### src/rtl/muldiv_ctrl_pkg.sv
// -----------------------------------------------------------------------------
// muldiv_ctrl_pkg
// Shared constants and types for the multiply/divide sequencer.
//   - FUN_* : 6-bit function codes, the same codes the decoder generates for the ALU
//   - state_e : controller FSM states (IDLE, CALC, FIX)
//   - mode_e  : datapath mode for the single-iteration step
//   - is_muldiv() : true for the four iterative operations
// -----------------------------------------------------------------------------
package muldiv_ctrl_pkg;

  localparam logic [5:0] FUN_MTHI  = 6'h11;
  localparam logic [5:0] FUN_MTLO  = 6'h13;
  localparam logic [5:0] FUN_MULT  = 6'h18;
  localparam logic [5:0] FUN_MULTU = 6'h19;
  localparam logic [5:0] FUN_DIV   = 6'h1A;
  localparam logic [5:0] FUN_DIVU  = 6'h1B;

  typedef enum logic [1:0] {
    ST_IDLE = 2'd0,
    ST_CALC = 2'd1,
    ST_FIX  = 2'd2
  } state_e;

  typedef enum logic {
    MODE_MUL = 1'b0,
    MODE_DIV = 1'b1
  } mode_e;

  function automatic logic is_muldiv(input logic [5:0] f);
    return (f == FUN_MULT) || (f == FUN_MULTU) || (f == FUN_DIV) || (f == FUN_DIVU);
  endfunction

endpackage

### src/rtl/muldiv_ctrl_if.sv
// -----------------------------------------------------------------------------
// muldiv_ctrl_if
// EX-stage request bus of the multiply/divide unit plus its HI/LO results.
//   start, funct, opA, opB, cancel : issued by the pipeline (master)
//   busy, hi, lo, state            : returned by the unit (slave)
//
// Handshake: start is a one-cycle request qualifier, sampled on the rising
// edge. It is accepted only when busy=0 and cancel=0 in that cycle. busy=1
// means HI/LO are not valid and no new request may be issued; a start seen
// while busy=1 is dropped. There is no per-request acknowledge: acceptance
// is implied by busy rising on the next cycle (mul/div) or by HI/LO updating
// (MTHI/MTLO).
// -----------------------------------------------------------------------------
interface muldiv_ctrl_if #(
  parameter int WIDTH = 32
);
  import muldiv_ctrl_pkg::*;

  logic             start;
  logic [5:0]       funct;
  logic [WIDTH-1:0] opA;
  logic [WIDTH-1:0] opB;
  logic             cancel;
  logic             busy;
  logic [WIDTH-1:0] hi;
  logic [WIDTH-1:0] lo;
  state_e           state;   // registered FSM state, for observation only

  modport master (
    output start, funct, opA, opB, cancel,
    input  busy, hi, lo, state
  );

  modport slave (
    input  start, funct, opA, opB, cancel,
    output busy, hi, lo, state
  );

endinterface

### src/rtl/muldiv_step.sv
// -----------------------------------------------------------------------------
// muldiv_step
// Combinational single iteration of the multiply/divide datapath.
//   mode            : MODE_MUL (shift-add) or MODE_DIV (restoring division)
//   acc_hi, acc_lo  : working pair; product {hi,lo} or {rem,quot}
//   operand         : multiplicand (mul) or divisor (div), both magnitudes
//   next_hi,next_lo : working pair after this iteration
// -----------------------------------------------------------------------------
module muldiv_step
  import muldiv_ctrl_pkg::*;
#(
  parameter int WIDTH = 32
) (
  input  mode_e            mode,
  input  logic [WIDTH-1:0] acc_hi,
  input  logic [WIDTH-1:0] acc_lo,
  input  logic [WIDTH-1:0] operand,
  output logic [WIDTH-1:0] next_hi,
  output logic [WIDTH-1:0] next_lo
);

  logic [WIDTH:0] sum;
  logic [WIDTH:0] shifted_rem;
  logic [WIDTH:0] trial;

  always_comb begin
    // Multiply: the multiplier lives in acc_lo and is consumed LSB first;
    // the carry out of the add becomes the new top bit after the shift.
    sum = {1'b0, acc_hi} + (acc_lo[0] ? {1'b0, operand} : '0);

    // Divide: the remainder stays below the divisor, so the shifted value
    // fits in WIDTH+1 bits and trial[WIDTH] is the borrow (negative) flag.
    // With a zero divisor the remainder holds at most WIDTH-1 dividend bits
    // before the last shift, so the borrow stays clear and the quotient
    // fills with ones while the remainder collects the dividend.
    shifted_rem = {acc_hi, acc_lo[WIDTH-1]};
    trial       = shifted_rem - {1'b0, operand};

    next_hi = acc_hi;
    next_lo = acc_lo;
    if (mode == MODE_MUL) begin
      next_hi = sum[WIDTH:1];
      next_lo = {sum[0], acc_lo[WIDTH-1:1]};
    end else if (!trial[WIDTH]) begin
      next_hi = trial[WIDTH-1:0];
      next_lo = {acc_lo[WIDTH-2:0], 1'b1};
    end else begin
      next_hi = shifted_rem[WIDTH-1:0];
      next_lo = {acc_lo[WIDTH-2:0], 1'b0};
    end
  end

endmodule

### src/rtl/muldiv_ctrl.sv
// -----------------------------------------------------------------------------
// muldiv_ctrl
// Sequencer for the iterative multiply/divide resource and the HI/LO pair.
//   clk   : rising-edge clock
//   reset : asynchronous, active-high reset
//   bus   : muldiv_ctrl_if.slave (start/funct/opA/opB/cancel in,
//           busy/hi/lo/state out)
// A mul/div accepted at edge E keeps busy high for WIDTH+1 cycles
// (WIDTH CALC iterations + one FIX cycle); HI/LO update at the FIX edge.
// MTHI/MTLO write HI/LO at the accepting edge without going busy.
// -----------------------------------------------------------------------------
module muldiv_ctrl
  import muldiv_ctrl_pkg::*;
#(
  parameter int WIDTH = 32,
  parameter int CNT_W = 5
) (
  input logic          clk,
  input logic          reset,
  muldiv_ctrl_if.slave bus
);

  state_e             state_q, state_d;
  logic [CNT_W-1:0]   count_q;
  mode_e              mode_q;
  logic               neg_q_q;   // negate product / quotient at FIX
  logic               neg_r_q;   // negate remainder at FIX
  logic [WIDTH-1:0]   opnd_q;    // multiplicand or divisor magnitude
  logic [WIDTH-1:0]   w_hi_q, w_lo_q;
  logic [WIDTH-1:0]   hi_q, lo_q;

  logic [WIDTH-1:0]   step_hi, step_lo;
  logic               idle_take;
  logic               signed_op;
  logic               div_op;
  logic [WIDTH-1:0]   abs_a, abs_b;
  logic [2*WIDTH-1:0] prod_fix;
  logic [WIDTH-1:0]   quot_fix, rem_fix;

  // cancel in IDLE suppresses every request, including MTHI/MTLO
  assign idle_take = (state_q == ST_IDLE) && bus.start && !bus.cancel;
  assign signed_op = (bus.funct == FUN_MULT) || (bus.funct == FUN_DIV);
  assign div_op    = (bus.funct == FUN_DIV)  || (bus.funct == FUN_DIVU);
  assign abs_a     = (signed_op && bus.opA[WIDTH-1]) ? -bus.opA : bus.opA;
  assign abs_b     = (signed_op && bus.opB[WIDTH-1]) ? -bus.opB : bus.opB;

  assign prod_fix  = neg_q_q ? -{w_hi_q, w_lo_q} : {w_hi_q, w_lo_q};
  assign quot_fix  = neg_q_q ? -w_lo_q : w_lo_q;
  assign rem_fix   = neg_r_q ? -w_hi_q : w_hi_q;

  muldiv_step #(.WIDTH(WIDTH)) u_step (
    .mode    (mode_q),
    .acc_hi  (w_hi_q),
    .acc_lo  (w_lo_q),
    .operand (opnd_q),
    .next_hi (step_hi),
    .next_lo (step_lo)
  );

  always_ff @(posedge clk or posedge reset) begin
    if (reset) state_q <= ST_IDLE;
    else       state_q <= state_d;
  end

  always_comb begin
    state_d = state_q;
    case (state_q)
      ST_IDLE: if (idle_take && is_muldiv(bus.funct)) state_d = ST_CALC;
      ST_CALC: begin
        if (bus.cancel)               state_d = ST_IDLE;
        else if (count_q == '0)       state_d = ST_FIX;
      end
      ST_FIX:                         state_d = ST_IDLE;
      default:                        state_d = ST_IDLE;
    endcase
  end

  always_ff @(posedge clk or posedge reset) begin
    if (reset) begin
      count_q <= '0;
      mode_q  <= MODE_MUL;
      neg_q_q <= 1'b0;
      neg_r_q <= 1'b0;
      opnd_q  <= '0;
      w_hi_q  <= '0;
      w_lo_q  <= '0;
      hi_q    <= '0;
      lo_q    <= '0;
    end else begin
      case (state_q)
        ST_IDLE: begin
          if (idle_take) begin
            if (bus.funct == FUN_MTHI) hi_q <= bus.opA;
            if (bus.funct == FUN_MTLO) lo_q <= bus.opA;
            if (is_muldiv(bus.funct)) begin
              count_q <= CNT_W'(WIDTH - 1);
              mode_q  <= div_op ? MODE_DIV : MODE_MUL;
              // A zero divisor must yield an all-ones quotient regardless
              // of the dividend sign, so it never requests negation.
              neg_q_q <= signed_op && (bus.opA[WIDTH-1] ^ bus.opB[WIDTH-1])
                         && (bus.opB != '0);
              neg_r_q <= signed_op && bus.opA[WIDTH-1];
              w_hi_q  <= '0;
              w_lo_q  <= div_op ? abs_a : abs_b;
              opnd_q  <= div_op ? abs_b : abs_a;
            end
          end
        end
        ST_CALC: begin
          w_hi_q  <= step_hi;
          w_lo_q  <= step_lo;
          count_q <= count_q - CNT_W'(1);
        end
        ST_FIX: begin
          if (!bus.cancel) begin
            if (mode_q == MODE_MUL) begin
              hi_q <= prod_fix[2*WIDTH-1:WIDTH];
              lo_q <= prod_fix[WIDTH-1:0];
            end else begin
              hi_q <= rem_fix;
              lo_q <= quot_fix;
            end
          end
        end
        default: ;
      endcase
    end
  end

  assign bus.busy  = (state_q != ST_IDLE);
  assign bus.hi    = hi_q;
  assign bus.lo    = lo_q;
  assign bus.state = state_q;

  // Hazard logic must hold off new requests while busy; flag any that leak.
  a_no_start_while_busy: assert property (
    @(posedge clk) disable iff (reset) !(bus.busy && bus.start)
  ) else $warning("muldiv_ctrl: start while busy dropped");

endmodule

### src/flat_wrapper.sv
// flat-port wrapper written by rule: the top's interface ports become plain ports
module muldiv_ctrl_flat import muldiv_ctrl_pkg::*;
#(
  parameter int WIDTH = 32,
  parameter int CNT_W = 5
)
  (clk, reset, bus_start, bus_funct, bus_opA, bus_opB, bus_cancel, bus_busy, bus_hi, bus_lo, bus_state);
  muldiv_ctrl_if #(.WIDTH(WIDTH)) bus_i ();
  input logic clk;
  input logic reset;
  input wire logic [$bits(bus_i.start)-1:0] bus_start;
  input wire logic [$bits(bus_i.funct)-1:0] bus_funct;
  input wire logic [$bits(bus_i.opA)-1:0] bus_opA;
  input wire logic [$bits(bus_i.opB)-1:0] bus_opB;
  input wire logic [$bits(bus_i.cancel)-1:0] bus_cancel;
  output wire logic [$bits(bus_i.busy)-1:0] bus_busy;
  output wire logic [$bits(bus_i.hi)-1:0] bus_hi;
  output wire logic [$bits(bus_i.lo)-1:0] bus_lo;
  output wire logic [$bits(bus_i.state)-1:0] bus_state;
  assign bus_i.start = bus_start;
  assign bus_i.funct = bus_funct;
  assign bus_i.opA = bus_opA;
  assign bus_i.opB = bus_opB;
  assign bus_i.cancel = bus_cancel;
  assign bus_busy = bus_i.busy;
  assign bus_hi = bus_i.hi;
  assign bus_lo = bus_i.lo;
  assign bus_state = bus_i.state;
  muldiv_ctrl #(.WIDTH(WIDTH), .CNT_W(CNT_W)) u_core (.clk(clk), .reset(reset), .bus(bus_i));
endmodule
### config.mk
export PLATFORM = sky130hd
export DESIGN_NAME = muldiv_ctrl_flat
export DESIGN_NICKNAME = d
export VERILOG_FILES = /design/src/rtl/muldiv_ctrl_pkg.sv /design/src/rtl/muldiv_ctrl_if.sv /design/src/rtl/muldiv_step.sv /design/src/rtl/muldiv_ctrl.sv /design/src/flat_wrapper.sv
export SDC_FILE = /design/constraint.sdc
export NUM_CORES = 1
export LEC_CHECK = 0
export ABC_CLOCK_PERIOD_IN_PS = 6100
export CORE_MARGIN = 5
export CORE_UTILIZATION = 40
export DETAILED_ROUTE_END_ITERATION = 6
export GPL_ROUTABILITY_DRIVEN = 0
export SYNTH_ARGS = -nofsm -noshare
export SYNTH_HDL_FRONTEND = slang
export SYNTH_HIERARCHICAL = 1
export SYNTH_SLANG_ARGS = --single-unit
### constraint.sdc
create_clock -name clk -period 6.1 [get_ports clk]
set_input_delay 1.525 -clock clk [delete_from_list [all_inputs] [get_ports clk]]
set_output_delay 1.525 -clock clk [all_outputs]
set_load 0.03 [all_outputs]
## Yosys cells after proc, flatten, opt, wreduce, memory -nomap -nowiden

Cells that the tools add are included.

| operators by class | value |
|---|---|
| $add $sub $neg | 8 |
| eq/ne operators | 15 |
| multiplexer cells | 36 |
| bitwise gates (word level) | 1 |
| reductions and logical operators | 24 |

Operator list:

| cell | number |
|---|---|
| $mux 32 | 22 |
| $pmux 32 s2 | 4 |
| $neg 32->32 | 4 |
| $mux 64 | 1 |
| $neg 64->64 | 1 |
| $eq 6x5->1 const B | 6 |
| $add 32x33->33 | 1 |
| $sub 33x32->33 | 1 |
| $reduce_bool 32->1 | 1 |
| $mux 5 | 2 |
| $ne 2x2->1 const B | 5 |
| $pmux 5 s2 | 1 |
| $reduce_and 4->1 | 2 |
| $logic_and 1x1->1 | 7 |
| $mux 2 | 3 |
| $reduce_and 3->1 | 2 |
| $reduce_bool 2->1 | 3 |
| $logic_not 5->1 | 1 |
| $logic_or 1x1->1 | 5 |
| $sub 5x1->5 const B | 1 |
| $pmux 2 s2 | 1 |
| $ne 3x2->1 const B | 1 |
| $eq 2x1->1 const B | 1 |
| $eq 2x2->1 const B | 1 |
| other kinds (6) | 7 |

| word-level totals | value |
|---|---|
| flip-flop bits (word level) | 170 |
| bits of input ports | 74 |
| output and inout port bits | 67 |
| logic and storage cells | 94 |

## Longest topological paths before layout

Gate-level depths: netlist of run 1.

| logic depth | value |
|---|---|
| depth in word-level cells | 8 |
| mapped depth | 15 |
| depth with buffers taken out | 14 |

## Hierarchy

The synthesis of run 1 kept the hierarchy.

Modules (own cells, without submodules):

| module | times used | cells each | area an instance (um^2) | sequential area each (um^2) |
|---|---|---|---|---|
| muldiv_ctrl | 1 | 1317 | 10811.6 | 4254.1 |
| muldiv_step | 1 | 683 | 4709.5 | 0.0 |

## Worst setup path before layout of run 1

No wires, ideal clock.

| timing path | value |
|---|---|
| path kind | input-to-reg |
| start | input bus_opA[10] |
| end | register u_core.opnd_q[24] |
| setup time | 0.126 ns |
| data arrival time | 3.520 ns |
| required time | 5.974 ns |
| slack | 2.454 ns |
| cell stages on the path | 7 |
| buffers on the path | 1 |
| path through | or4_1 > or4_1 > clkbuf_1 > or3b_1 > o21ai_1 > xnor2_1 > a221o_1 |

| between the ends | value |
|---|---|
| word-level cells in the longest chain between the ends | 3 |

RTL lines:

| element | line | text |
|---|---|---|
| start, declared | flat_wrapper.sv:13 | `input wire logic [$bits(bus_i.opA)-1:0] bus_opA;` |
| $neg 32->32 | muldiv_ctrl.sv:44 | `assign abs_a = (signed_op && bus.opA[WIDTH-1]) ? -bus.opA : bus.opA;` |
| $mux 32 | muldiv_ctrl.sv:44 |  |
| $mux 32 | muldiv_ctrl.sv:105 | `opnd_q <= div_op ? abs_b : abs_a;` |
| end signal, assigned | muldiv_ctrl.sv:105 |  |
| end, declared | muldiv_ctrl.sv:28 | `logic [WIDTH-1:0] opnd_q;` |

Every way passes these cells.
A chain may end at the register's enable or synchronous reset.

## Worst setup path in the final report of run 1

| timing path | value |
|---|---|
| start | register u_core.w_hi_q[4] |
| end | register u_core.w_hi_q[1] |

| between the ends | value |
|---|---|
| word-level cells in the longest chain between the ends | 4 |

RTL lines:

| element | line | text |
|---|---|---|
| start, declared | muldiv_ctrl.sv:29 | `logic [WIDTH-1:0] w_hi_q, w_lo_q;` |
| start signal, assigned | muldiv_ctrl.sv:110 | `w_hi_q <= step_hi;` |
| $sub 33x32->33 | muldiv_step.sv:37 | `trial = shifted_rem - {1'b0, operand};` |
| $mux 32 | muldiv_step.sv:44 | `end else if (!trial[WIDTH]) begin` |
| $mux 32 | muldiv_step.sv:41 | `if (mode == MODE_MUL) begin` |
| named net u_core.step_hi[1] | muldiv_ctrl.sv:32 | `logic [WIDTH-1:0] step_hi, step_lo;` |
| $pmux 32 s2 | muldiv_ctrl.sv:90 | `case (state_q)` |

The timed path passes the listed nets, and every way through them passes these cells.

==> results of run 1 <==
[kinds of logic (layout without fill, tap and decap cells)]
logic type               count (synthesis)  count (layout)  share of synthesized area
flip-flops                             170             170                      0.274
adder cells (fa/ha/maj)                 72              72                     0.0590
multiplexers                            68              68                     0.0470
AO/OA/AOI/OAI                          622             622                      0.256
other                                    0               1                          0
buffers and inverters                  177             257                     0.0452
XOR/XNOR                               164             164                     0.0938
AND/OR/NAND/NOR                        727             727                      0.225
[per-layer routing]
layer	routed length [um]	part of all wire	GRT usage	vias to the layer above
met3	4580	0.076	0.0594	138
met4	2370	0.039	0.0982	0
met2	27900	0.46	0.446	703
met5	0	0	0	-
met1	25700	0.42	0.372	7901
li1	-	-	-	7418
[registers in the layout, indices dropped and copies added (netlist names)]
signal,cells
u_core/neg_r_q,1
u_core/opnd_q,32
u_core/mode_q,1
u_core/bus.state,2
u_core/neg_q_q,1
u_core/bus.lo,32
u_core/w_lo_q,32
u_core/bus.hi,32
u_core/w_hi_q,32
u_core/count_q,5
[cell usage in the layout, fill, tap and decap left out, types with 28 or more instances in the layout]
cell type        count
inv_1               59
a21o_1              28
and2_1              37
mux2_2              39
xnor2_1             87
ha_1                70
xor2_1              76
o221ai_1            33
clkdlybuf4s50_1    140
nand2_1            253
dfrtp_1            169
nand3_1             40
a21oi_1            177
nor3_1              43
o31ai_1             36
mux2i_1             29
nor2_1             176
o21ai_0            168
[cell type report]
cell class | instances | area (sq um) | share of cell area
multi-input combinational | 1653 | 10600 | 0.590
inverter | 63 | 240 | 0.0134
sequential | 170 | 4260 | 0.237
clock buffer | 20 | 457 | 0.0254
clock inverter | 12 | 184 | 0.0102
tap | 518 | 648 | 0.0361
timing repair buffer | 162 | 1580 | 0.0879
antenna | 1 | 2.50 | 0.000139
[path summary, 6_finish.rpt]
path,endpoint,start,cells past startpoint,slack [ns]
worst min register to register,u_core/bus.lo[25],u_core/bus.lo[25],1,0.48
worst max register to register,u_core/w_hi_q[1],u_core/w_hi_q[4],13,1.76
worst max-delay path,u_core/w_hi_q[1],u_core/w_hi_q[4],13,1.76
min in group asynchronous,u_core/w_hi_q[16],reset,3,1.51
max in group asynchronous,u_core/bus.lo[3],reset,3,3.57
worst min-delay path,u_core/bus.lo[25],u_core/bus.lo[25],1,0.48
[report_power, final]
| group | total, mW | internal (mW) | switching (mW) | leakage, nW |
|---|---|---|---|---|
| combinational | 4.58 | 1.94 | 2.64 | 4.77 |
| clock | 1.22 | 0.714 | 0.506 | 0.313 |
| sequential | 2.06 | 1.39 | 0.674 | 2.13 |
==> impl_results.md, run 1 <==
- Core area: 38600 sq um
- Predominant post-synthesis flop cell: dfrtp_1
- Worst setup EP type: flip-flop
- Via Count: 16200
- Post-Place Cells: 2566
- Gr usage total: 0.278
- H-Tree Level Count: 4
- Clock skew: slightly below 0.01 ns
- Mapped Cells: 2000
- Yosys warning total: 6
- Data arrival time of the critical path: about 4.7 ns
- Final min period: 4.34 ns
- First-pass GRT wire length: 91800 um
- Crit Path Max Fanout: 41
- Synth unique cells: 91
- Starting Density: 0.403
- Number of vias per cell: 6.22
- Worst Slack Setup Final: 1.76 ns
- Post-CTS Repair Setup Buffers: 0
- CTS-repair resized insts: 0
- Power density over the cells: 438 nW/um^2
- CTS clk-pin slew, worst paths: approximately 0.070 ns
- Largest stage delay, worst path: between 0.6 and 0.7 ns
- FFs w/ async S/R, synth: 1.00
- Die Area: 42800 sq um
- Post-DP HPWL: 45800 um
- Top cells by count, synth: 254 x nand2_1, 178 x a21oi_1, 177 x nor2_1
- Die H: roughly 210 um
- CTS tree: done
- Synthesized area: 15500 sq um
- Antenna violations before repair: 2
- Setup-failing EPs final: 0
- Filler Cells Inserted: between 3000 and 4000
- CTS sink count: 170
- Top-count cell post-synth: nand2_1
- Outcome: finished clean
- DRC: 0
- Leading area contributor after synthesis: dfrtp_1
- Slowest cell on crit path: dfrtp_1
- Part of the cycle the worst path needs: 0.711
- CTS Buf Count: 17
- CTS max path bufs: 2
- Fin nets: 2213
- Routed Antenna Nets: 0
- Hold buffer count at CTS: 0
- Final core utilization: 0.466
- Req. time, crit path: between 6 and 7 ns
- Share of cells above drive strength 1: 0.0649
- Slew headroom: 0.169
- P&R area growth vs syn: 15.7%
- Critical path, cell by cell: ha_1 -> a21oi_1 -> nand2_1 -> o21a_1 -> o31ai_1 -> a21oi_2 -> o21ai_2 -> xnor2_4 -> buf_4 -> mux2_2 -> a21oi_1 -> nand2_1 -> o31ai_1
- Actual slew at the worst max-slew pin: 1.21 ns
- Non-filler cells in the finished layout: 2599
- Hold_ws: 0.484 ns
- Routed len/inst: 23.3 um
- Worst hold path type: reg -> reg
- Final-report hold violation count: 0
- Delay-heaviest family, CP: compound AO/OA/AOI/OAI gates
- Yosys reg bits: 170
- Post-synth EDFFs: 0
- IO Count: roughly 140
- Fmax: 231 MHz
- Peak VDD IR: 0.374 mV
- Clk_lat worst skew: 0.46 ns
- Rows: 72
- Slew Viols, Final: 0
- I/O Buffers: 140
- Gr ovfl total: 0
- Largest net degree at the start of global routing: between 150 and 200
- Max-Cap Viols: 0
- Post-synth top area share: 0.274
- Final wirelength: 60500 um
- Final Instance Area: 18000 sq um
- Overall Power: 7.86 mW
- DR iter-0 viols: 1682
- RSZ-0062 raised after global routing: no
- Crit path kind: reg -> reg
- Setup TNS: 0 ns
- Post-Syn Nets: ~2100
- Post-synthesis sequential area ratio: 0.274
- Top area cells in the synthesized netlist: dfrtp_1 27%, nand2_1 6.1%, a21oi_1 5.7%
- 1st-pass router iterations: 6
- Number of global-route vias before repair: 15500
- Leak: about 7.2 nW
- Worst Setup Start Kind: flip-flop
- Dpl ws: between 1.5 and 2 ns
- DP Area: around 17000 sq um
- CTS root buf: clkbuf_16
- DIE WIDTH: 207 um
- CP bufs+invs: 1
- Post-Syn Area per Cell: about 7.8 sq um
(Power assumes the default switching activity.)
==> inputs of run 2 (changes only) <==
ABC_CLOCK_PERIOD_IN_PS = 3800   (was 6100)
clock period = 3.8 ns   (was 6.1 ns; I/O delays follow)
==> run 2 against run 1 <==
  * The flow now finishes with violations (DRC)
  * Sequential share of layout area decreased by 1.2 points
  * Non-clock buffer count is 113 higher
  * Worst hold slack worse by 0.0073 ns
  * Maximum frequency grew 21%
  * Total power up 67%
  * Critical endpoint is now u_core/w_hi_q[31]
==> impl_results.md, run 2 (synthesized netlist as in run 1, its figures left out) <==
- Post-CTS Repair Setup Buffers: 0
- CTS tree: done
- CTS-repair resized insts: 0
- Clk_lat worst skew: 0.46 ns
- Setup TNS: 0 ns
- Reg-to-reg setup timing slack: 0.22 ns
- Clock Power Share: 0.145
- Gr ovfl total: 0
- 1st-pass router iterations: 7
- IO Count: 141
- R2r worst-path depth: 15
- Number of global-route vias before repair: 15900
- Post-DP HPWL: between 40000 and 50000 um
- Share of cells above drive strength 1: 0.114
- Setup-failing EPs final: 0
- Actual slew at the worst max-slew pin: 0.861 ns
- Multi-input gate area: between 10000 and 15000 sq um
- Switching Share: 0.476
- First-pass GRT wire length: 94700 um
- Overall Power: 13.1 mW
- Hold buffer count at CTS: 0
- CTS clk-pin slew, worst paths: 0.07 ns
- Clock skew: 0.0124 ns
- Largest stage delay, worst path: 0.49 ns
- I/O Buffers: 140
- Slew headroom: 0.424
- Final min period: approximately 3.6 ns
- Power density over the cells: between 600 and 700 nW/um^2
- Filler Cells Inserted: slightly below 4000
- Starting Density: 0.403
- Crit path kind: reg -> reg
- Fmax: 280 MHz
- Violated checks: DRC
- Worst Setup Start Kind: flip-flop
- Hold depth: 1
- Req. time, crit path: ~4.1 ns
- Leak: 7.79 nW
- CTS sink count: 170
- CTS root buf: clkbuf_16
- Core area: 38600 sq um
- Post-Place Cells: around 2700
- Final-report hold violation count: 0
- Part of the cycle the worst path needs: 0.941
- Final wirelength: 62800 um
- NetSw: between 6 and 7 mW
- Hold_ws: 0.477 ns
- Crit Path Max Fanout: 8
- Die Area: 42800 sq um
- Antenna diodes: 0
- CTS max path bufs: 2
- P&R area growth vs syn: 21.7%
- Non-filler cells in the finished layout: 2711
- Peak VDD IR: between 0.5 and 0.6 mV
- Most frequent cells in the layout: 253 x nand2_1, 177 x a21oi_1, 176 x nor2_1
- Largest net degree at the start of global routing: between 60 and 70
- H-Tree Level Count: 4
- Fraction of power consumed by sequential logic: 0.225
- Die H: 207 um
- Via Count: 16500
- Fin nets: 2326
- RSZ-0062 raised after global routing: no
- Critical path, cell by cell: and2_1 -> ha_1 -> fa_1 -> a211oi_1 -> nor2_1 -> o21ai_0 -> buf_4 -> a211oi_1 -> or3_1 -> a31oi_1 -> nand2b_1 -> a21oi_1 -> a21boi_0 -> nand2_1 -> o21ai_0
- Rows: between 70 and 80
- Sequential cell area: 4260 sq um
- Outcome: complete, but fails checks
- Max-Cap Viols: 0
- Commonest non-fill, non-tap cell in the layout: nand2_1
- Combinational power share: 0.630
- Data arrival time of the critical path: 3.91 ns
- Antenna violations before repair: 2
- CTS Buf Count: 17
- Slew Viols, Final: 0
- Routed len/inst: 23.2 um
- Gr usage total: 0.288
- Slowest cell on crit path: dfrtp_2
- Worst setup EP type: flip-flop
- Routed Antenna Nets: 0
- DRC: 2
- DIE WIDTH: 207 um
- Worst hold path type: reg -> reg
- DR iter-0 viols: 1887
- Internal power: just under 7 mW
- Number of vias per cell: about 6.1
==> run 2: critical path, delay by kind of cell, from the launching register on <==
family                     cells  cell delay (ns)
AOI/OAI and AO/OA              7             1.19
adders and majority gates      2             0.67
buffers and inverters          1             0.17
DFF                            1             0.49
and+or+nand+nor                5             0.94
==> run 2: path summary, 6_finish.rpt <==
| kind | from | endpoint |
|---|---|---|
| min | u_core/bus.lo[20] | u_core/bus.lo[20] |
| min reg2reg | u_core/bus.lo[20] | u_core/bus.lo[20] |
| min in group asynchronous | reset | u_core/w_hi_q[17] |
| max in group asynchronous | reset | u_core/opnd_q[4] |
| max reg2reg | u_core/w_lo_q[0] | u_core/w_hi_q[31] |
| max | u_core/w_lo_q[0] | u_core/w_hi_q[31] |
==> run 2: final cells by class <==
cell class	count	share of cell area
repair buffers	275	0.134
clock inverters	13	0.00881
flip-flops and latches	170	0.225
well taps	518	0.0343
multi-input cells	1653	0.561
inverters	63	0.0127
clock buffers	19	0.0240
==> run 2: per-layer routing <==
layer / GRT usage / routed length, um / up-vias / share of wire
met5: 0 / 29 / - / 0.00046
met4: 0.107 / 2380 / 4 / 0.038
met3: 0.0670 / 5070 / 131 / 0.081
met2: 0.448 / 28400 / 759 / 0.45
met1: 0.392 / 27000 / 7968 / 0.43
li1: - / - / 7627 / -
==> run 2: power groups by stage <==
stage | combinational [mW] | clock [mW] | sequential [mW]
after floorplan | 5.49 | 0 | 2.92
after global placement | 7.99 | 0 | 2.94
after detailed placement | 8.07 | 0 | 2.95
after CTS | 8.11 | 1.93 | 2.92
after global routing | 8.98 | 2.00 | 2.98
final | 8.27 | 1.90 | 2.95
==> run 2: stage by stage <==
| step | util | worst slack [ns] | cell area [sq um] |
|---|---|---|---|
| 2_1_floorplan | - | 0.465 | 15500 |
| 3_3_place_gp | 0.474 | 0.123 | 18300 |
| 3_5_place_dp | 0.474 | 0.0771 | 18300 |
| 4_1_cts | 0.490 | 0.220 | 18900 |
| 5_1_grt | 0.490 | 0.0651 | 18900 |
| 6_report | 0.490 | 0.225 | 18900 |
==> inputs of run 3 (changes only) <==
SETUP_SLACK_MARGIN = 0.3   (was not set)
==> run 3 against run 2 <==
  * The flow now finishes without violations
  * Sequential share of layout area fell by 0.20 points
  * Worst setup slack improved by 0.14 ns
  * Design area up 0.91%
  * Highest routed layer unchanged
  * Total power increased by 2.2%
  * Wire length grew 0.60%
  * Maximum frequency grew 4.0%
  * Die area stayed put
==> impl_results.md, run 3 (synthesized netlist as in run 1, its figures left out) <==
- Post-Place Cells: 2679
- Number of global-route vias before repair: 15900
- DIE WIDTH: a little over 200 um
- Clk_lat worst skew: ~0.47 ns
- R2r worst-path depth: 13
- Gr usage total: 0.288
- Max-Cap Viols: 0
- IO Count: 141
- Part of the cycle the worst path needs: 0.904
- Rows: 72
- CP bufs+invs: 0
- Clock skew: 0.0115 ns
- 1st-pass router iterations: 6
- Starting Density: 0.403
- Data arrival time of the critical path: 3.81 ns
- Min-Delay Endpoint: u_core/bus.lo[20]
- Largest stage delay, worst path: 0.47 ns
- Gr ovfl total: 0
- Min-delay src: u_core/bus.lo[20]
- Leak: 7.83 nW
- Peak VDD IR: about 0.5 mV
- Core area: 38600 sq um
- Slowest cell on crit path: dfrtp_1
- CTS max path bufs: 2
- Commonest non-fill, non-tap cell in the layout: nand2_1
- Most frequent cells in the layout: 253 x nand2_1, 176 x nor2_1, 174 x a21oi_1
- CTS tree: done
- Die H: 207 um
- H-Tree Level Count: 4
- P&R area growth vs syn: 22.8%
- CTS root buf: clkbuf_16
- Actual slew at the worst max-slew pin: between 0.8 and 0.9 ns
- CTS clk-pin slew, worst paths: about 0.07 ns
- Delay-heaviest family, CP: compound AO/OA/AOI/OAI gates
- DRC: 0
- Share of cells above drive strength 1: 0.124
- Final min period: 3.44 ns
- CTS sink count: 170
- DR iter-0 viols: 1994
- Post-DP HPWL: roughly 49000 um
- Slew Viols, Final: 0
- Final-report hold violation count: 0
- Outcome: finished clean
- Antenna violations before repair: 2
- Critical path, cell by cell: and2_1 -> ha_1 -> a211oi_2 -> nor2_1 -> o211ai_2 -> o22ai_2 -> a211o_4 -> a31o_4 -> a311o_1 -> a41o_1 -> a32oi_1 -> nand2_1 -> o31ai_1
- Via Count: 16600
- I/O Buffers: 140
- Req. time, crit path: 4.17 ns
- First-pass GRT wire length: roughly 95000 um
- R2R Path Start: u_core/opnd_q[1]
- Fin nets: around 2300
- Worst setup EP type: flip-flop
- Number of vias per cell: about 6.1
- Routed len/inst: roughly 23 um
- RR Endpoint: u_core/w_hi_q[30]
- Largest net degree at the start of global routing: slightly below 70
- Setup-failing EPs final: 0
- Antenna diodes: 0
- Worst hold path type: reg -> reg
- Non-filler cells in the finished layout: approximately 2700
- Routed Antenna Nets: 0
- Final wirelength: between 60000 and 70000 um
- Crit path kind: reg -> reg
- Hold depth: 1
- RSZ-0062 raised after global routing: yes
- Power density over the cells: between 700 and 800 nW/um^2
- Setup TNS: 0 ns
- Reg-to-reg setup timing slack: 0.36 ns
- Slew headroom: 0.430
- Worst Setup Start Kind: flip-flop
- Fmax: between 200 and 300 MHz
- Die Area: about 43000 sq um
- Crit Path Max Fanout: 5
- CTS Buf Count: 17
[run 3: cell count changes in the layout (fill, tap and decap cells not counted), moves of 3 or more]
cell,delta
o21ai_0,-3
o21ai_1,+3
a21oi_1,-3
a21oi_2,+3
buf_4,+4
ha_1,-4
[run 3: layer usage]
layer	GRT usage	up-vias	share of wire
met5	0	-	0.00040
met3	0.0684	147	0.085
li1	-	7634	-
met2	0.452	782	0.45
met1	0.392	8066	0.42
met4	0.101	4	0.038
[run 3: final cells by class]
| cell class | count | area [sq um] |
|---|---|---|
| Clock inverter | 13 | 166 |
| Timing Repair Buffer | 282 | 2610 |
| Sequential cell | 170 | 4260 |
| Inverter | 63 | 240 |
| Clock buffer | 19 | 453 |
| Fill cell | 3888 | 19500 |
| Multi-Input combinational cell | 1653 | 10700 |
| Tap cell | 518 | 648 |
[run 3: repair_timing]
| item | CTS | global route |
|---|---|---|
| gates cloned | 0 | 1 |
| hold buffers | 0 | 0 |
| endpoints found under the hold margin | 0 | 0 |
| setup endpoints to repair | 15 | 18 |
| setup buffers | 0 | 6 |
| gates resized for setup | 3 | 21 |
| pin swaps | 0 | 5 |
[run 3: how the worst max path moves through the flow]
stage                startpoint                 to  cells past startpoint
6_report       u_core/opnd_q[1]  u_core/w_hi_q[30]                     13
5_1_grt        u_core/w_lo_q[0]  u_core/w_hi_q[30]                     14
4_1_cts        u_core/w_lo_q[0]  u_core/w_hi_q[30]                     14
3_5_place_dp        bus_opA[10]  u_core/w_lo_q[19]                      8
3_3_place_gp        bus_opA[10]  u_core/opnd_q[24]                      7
2_1_floorplan  u_core/w_lo_q[0]  u_core/w_hi_q[31]                     15
[run 3: metrics by stage]
step	instance area (sq um)	hold WS [ns]	setup slack, ns	total power, mW	util
6_report	19100	0.480	0.364	13.4	0.494
5_1_grt	19100	0.506	0.211	14.3	0.494
4_1_cts	18900	0.482	0.280	13.0	0.490
3_5_place_dp	18300	0.466	0.0771	11.0	0.474
3_3_place_gp	18300	0.462	0.123	10.9	0.474
2_1_floorplan	15500	0.453	0.465	8.41	-
[run 3: report_power, final]
group | leakage (nW) | internal [mW] | switching (mW)
clock | 0.302 | 1.08 | 0.827
combinational | 5.40 | 3.72 | 4.83
sequential | 2.13 | 2.24 | 0.709
==> edit: new RTL, config.mk and constraints of run 3 <==
Reset style: synchronous (`reset`), changed in 2 clocked blocks. Comments in the files are not updated.
--- a/src/rtl/muldiv_ctrl.sv
+++ b/src/rtl/muldiv_ctrl.sv
@@ -57,7 +57,7 @@
     .next_lo (step_lo)
   );
 
-  always_ff @(posedge clk or posedge reset) begin
+  always_ff @(posedge clk) begin
     if (reset) state_q <= ST_IDLE;
     else       state_q <= state_d;
   end
@@ -75,7 +75,7 @@
     endcase
   end
 
-  always_ff @(posedge clk or posedge reset) begin
+  always_ff @(posedge clk) begin
     if (reset) begin
       count_q <= '0;
       mode_q  <= MODE_MUL;
Formal check against the unedited RTL: differs if reset is asserted again (counterexample within 4 cycles, from zero or initial values and one cycle with reset high); with reset held inactive, the same outputs for 4 cycles.
==> edit against run 3 <==
  * Final area fell by 2.5%
  * Worst setup slack better by 110 ps
  * Non-clock buffer count down 14
  * Area after synthesis down 1.1%
  * Critical path depth did not move
  * Wire length is 2.0% higher
  * Sequential cell count unchanged
  * Global-route usage grew 0.50 points
  * Critical path type unchanged
Power is not compared: it rests on default switching activity, and its combinational part moved more than twofold at a synthesized area within 25%.
==> edit: results (changes against run 3) <==
* GR Util All Layers at 29.3% (was 28.8%)
* Number of synthesized flops with an enable pin at 0 (unchanged)
* Hold/Removal Path Class: reg2reg (unchanged)
* Worst path max stage delay at 420 ps (was 470 ps)
* Setup crit end: u_core/w_hi_q[30]$_SDFFE_PP0P_ (was u_core/w_hi_q[30]$_DFFE_PP0P_)
* Inst Count DP at 2709 (was 2679)
* Hold path cells at 2 (was 1)
* Largest fanout on the critical path at 9 (was 5)
* Layout cells sized above 1 at 11.7% (was 12.4%)
* Number of CTS-inserted buffers at 17 (unchanged)
* Worst Setup Start Kind: register (unchanged)
* Min Tclk post-route at 3320 ps (was 3440 ps)
* Fill count at 3716 (was 3888)
* Worst hold start: u_core/bus.lo[17]$_SDFFE_PP0P_ (was u_core/bus.lo[20]$_DFFE_PP0P_)
* Synth Area in Compound Gates at 29.3% (was 25.6%)
* # port buffers at 140 (unchanged)
* Multiplexer share of the synthesized area at 4.60% (was 4.70%)
* DRT iter0 DRCs at 1953 (was 1994)
* Root Driver: clkbuf_16 (unchanged)
* First-pass GRT wire length at 96400 um (was 94700 um)
* Critical path arrival at 3720 ps (was 3810 ps)
* Hpwl dp at 49400 um (was 49300 um)
* Vias/cell at 6.27 (was 6.12)
* Cell family with most CP delay: compound AO/OA/AOI/OAI gates (unchanged)
* Synth Area in Adders at 5.97% (was 5.90%)
* Drt pass-1 iters at 6 (unchanged)
* Library cells used by synthesis at 97 (was 91)
* Synth top cells by count: 207 x nor2_1, 194 x nand2_1, 193 x a21oi_1 (was 254 x nand2_1, 178 x a21oi_1, 177 x nor2_1)
* WL per Instance at 23.5 um (was 23.3 um)
* Top post-synthesis cells by area: dfxtp_1 22%, a21oi_1 6.3%, ha_1 5.7% (was dfrtp_1 27%, nand2_1 6.1%, a21oi_1 5.7%)
* RR Startpoint: u_core/w_lo_q[0]$_SDFFE_PP0P_ (was u_core/opnd_q[1]$_DFFE_PP0P_)
* Clock Path Buffers at 2 (unchanged)
* Initial antenna violation count at 2 (unchanged)
* Post CTS Setup Buffer Count at 0 (unchanged)
* Number of global-route vias before repair at 16400 (was 15900)
* Max-slew headroom at 33.8% (was 43.0%)
* Syn_nets at 2218 (was 2146)
* DP Area at 0.0178 mm2 (was 0.0183 mm2)
* Synth Warn # at 6 (unchanged)
* Peak supply drop at 0.000344 V
* CP max-delay cell: dfxtp_4 (was dfrtp_1)
* Leak pwr at 7.08 nW
* Mapped Cells at 2072 (was 2000)
* Post-synth ARST share at 0% (was 100%)
* Vias at 17200 (was 16600)
* Largest net degree at the start of global routing at 76 (was 68)
* Status: completed (unchanged)
* Clock Pin Slew Worst Setup and Hold Paths at 80 ps
* R2R cell count at 13 (unchanged)
* Sequential element share of the synthesized area at 22.2% (was 27.4%)
* R2R Setup Slk at 480 ps (was 360 ps)
* Later-pin clock latency in the skew report at 460 ps
* Place WS at 116 ps (was 77.1 ps)
* Post-Synth XOR/XNOR Area at 9.14% (was 9.38%)
* Setup Skew at 11.3 ps (was 11.5 ps)
* Post-layout net count at 2366 (was 2333)
-- edit: layout make-up --
cell class	instances	area, um2	area share (%)
Clock inverter	12	160	0.862
Tap cell	511	639	3.44
Sequential cell	170	3410	18.4
Multi-Input combinational cell	1699	11200	60.5
Inverter	64	240	1.29
Clock buffer	19	453	2.44
Timing Repair Buffer	268	2440	13.1
-- edit: worst min-delay path by stage --
stage | end | slack, ps
finish | u_core/bus.lo[17]$_SDFFE_PP0P_ | 460
global route | u_core/bus.lo[29]$_SDFFE_PP0P_ | 480
CTS | u_core/bus.hi[0]$_SDFFE_PP0P_ | 460
detailed placement | u_core/bus.hi[0]$_SDFFE_PP0P_ | 450
global placement | u_core/bus.lo[28]$_SDFFE_PP0P_ | 450
floorplan | u_core/opnd_q[16]$_SDFFE_PP0P_ | 440
-- edit: layer usage --
layer  track usage [%]  share of wire [%]  vias up
met5                 0              0.042        -
met4              13.0                5.4        4
met3              6.04                7.9      201
met2              46.7                 45      863
met1              38.5                 42     8194
li1                  -                  -     7948
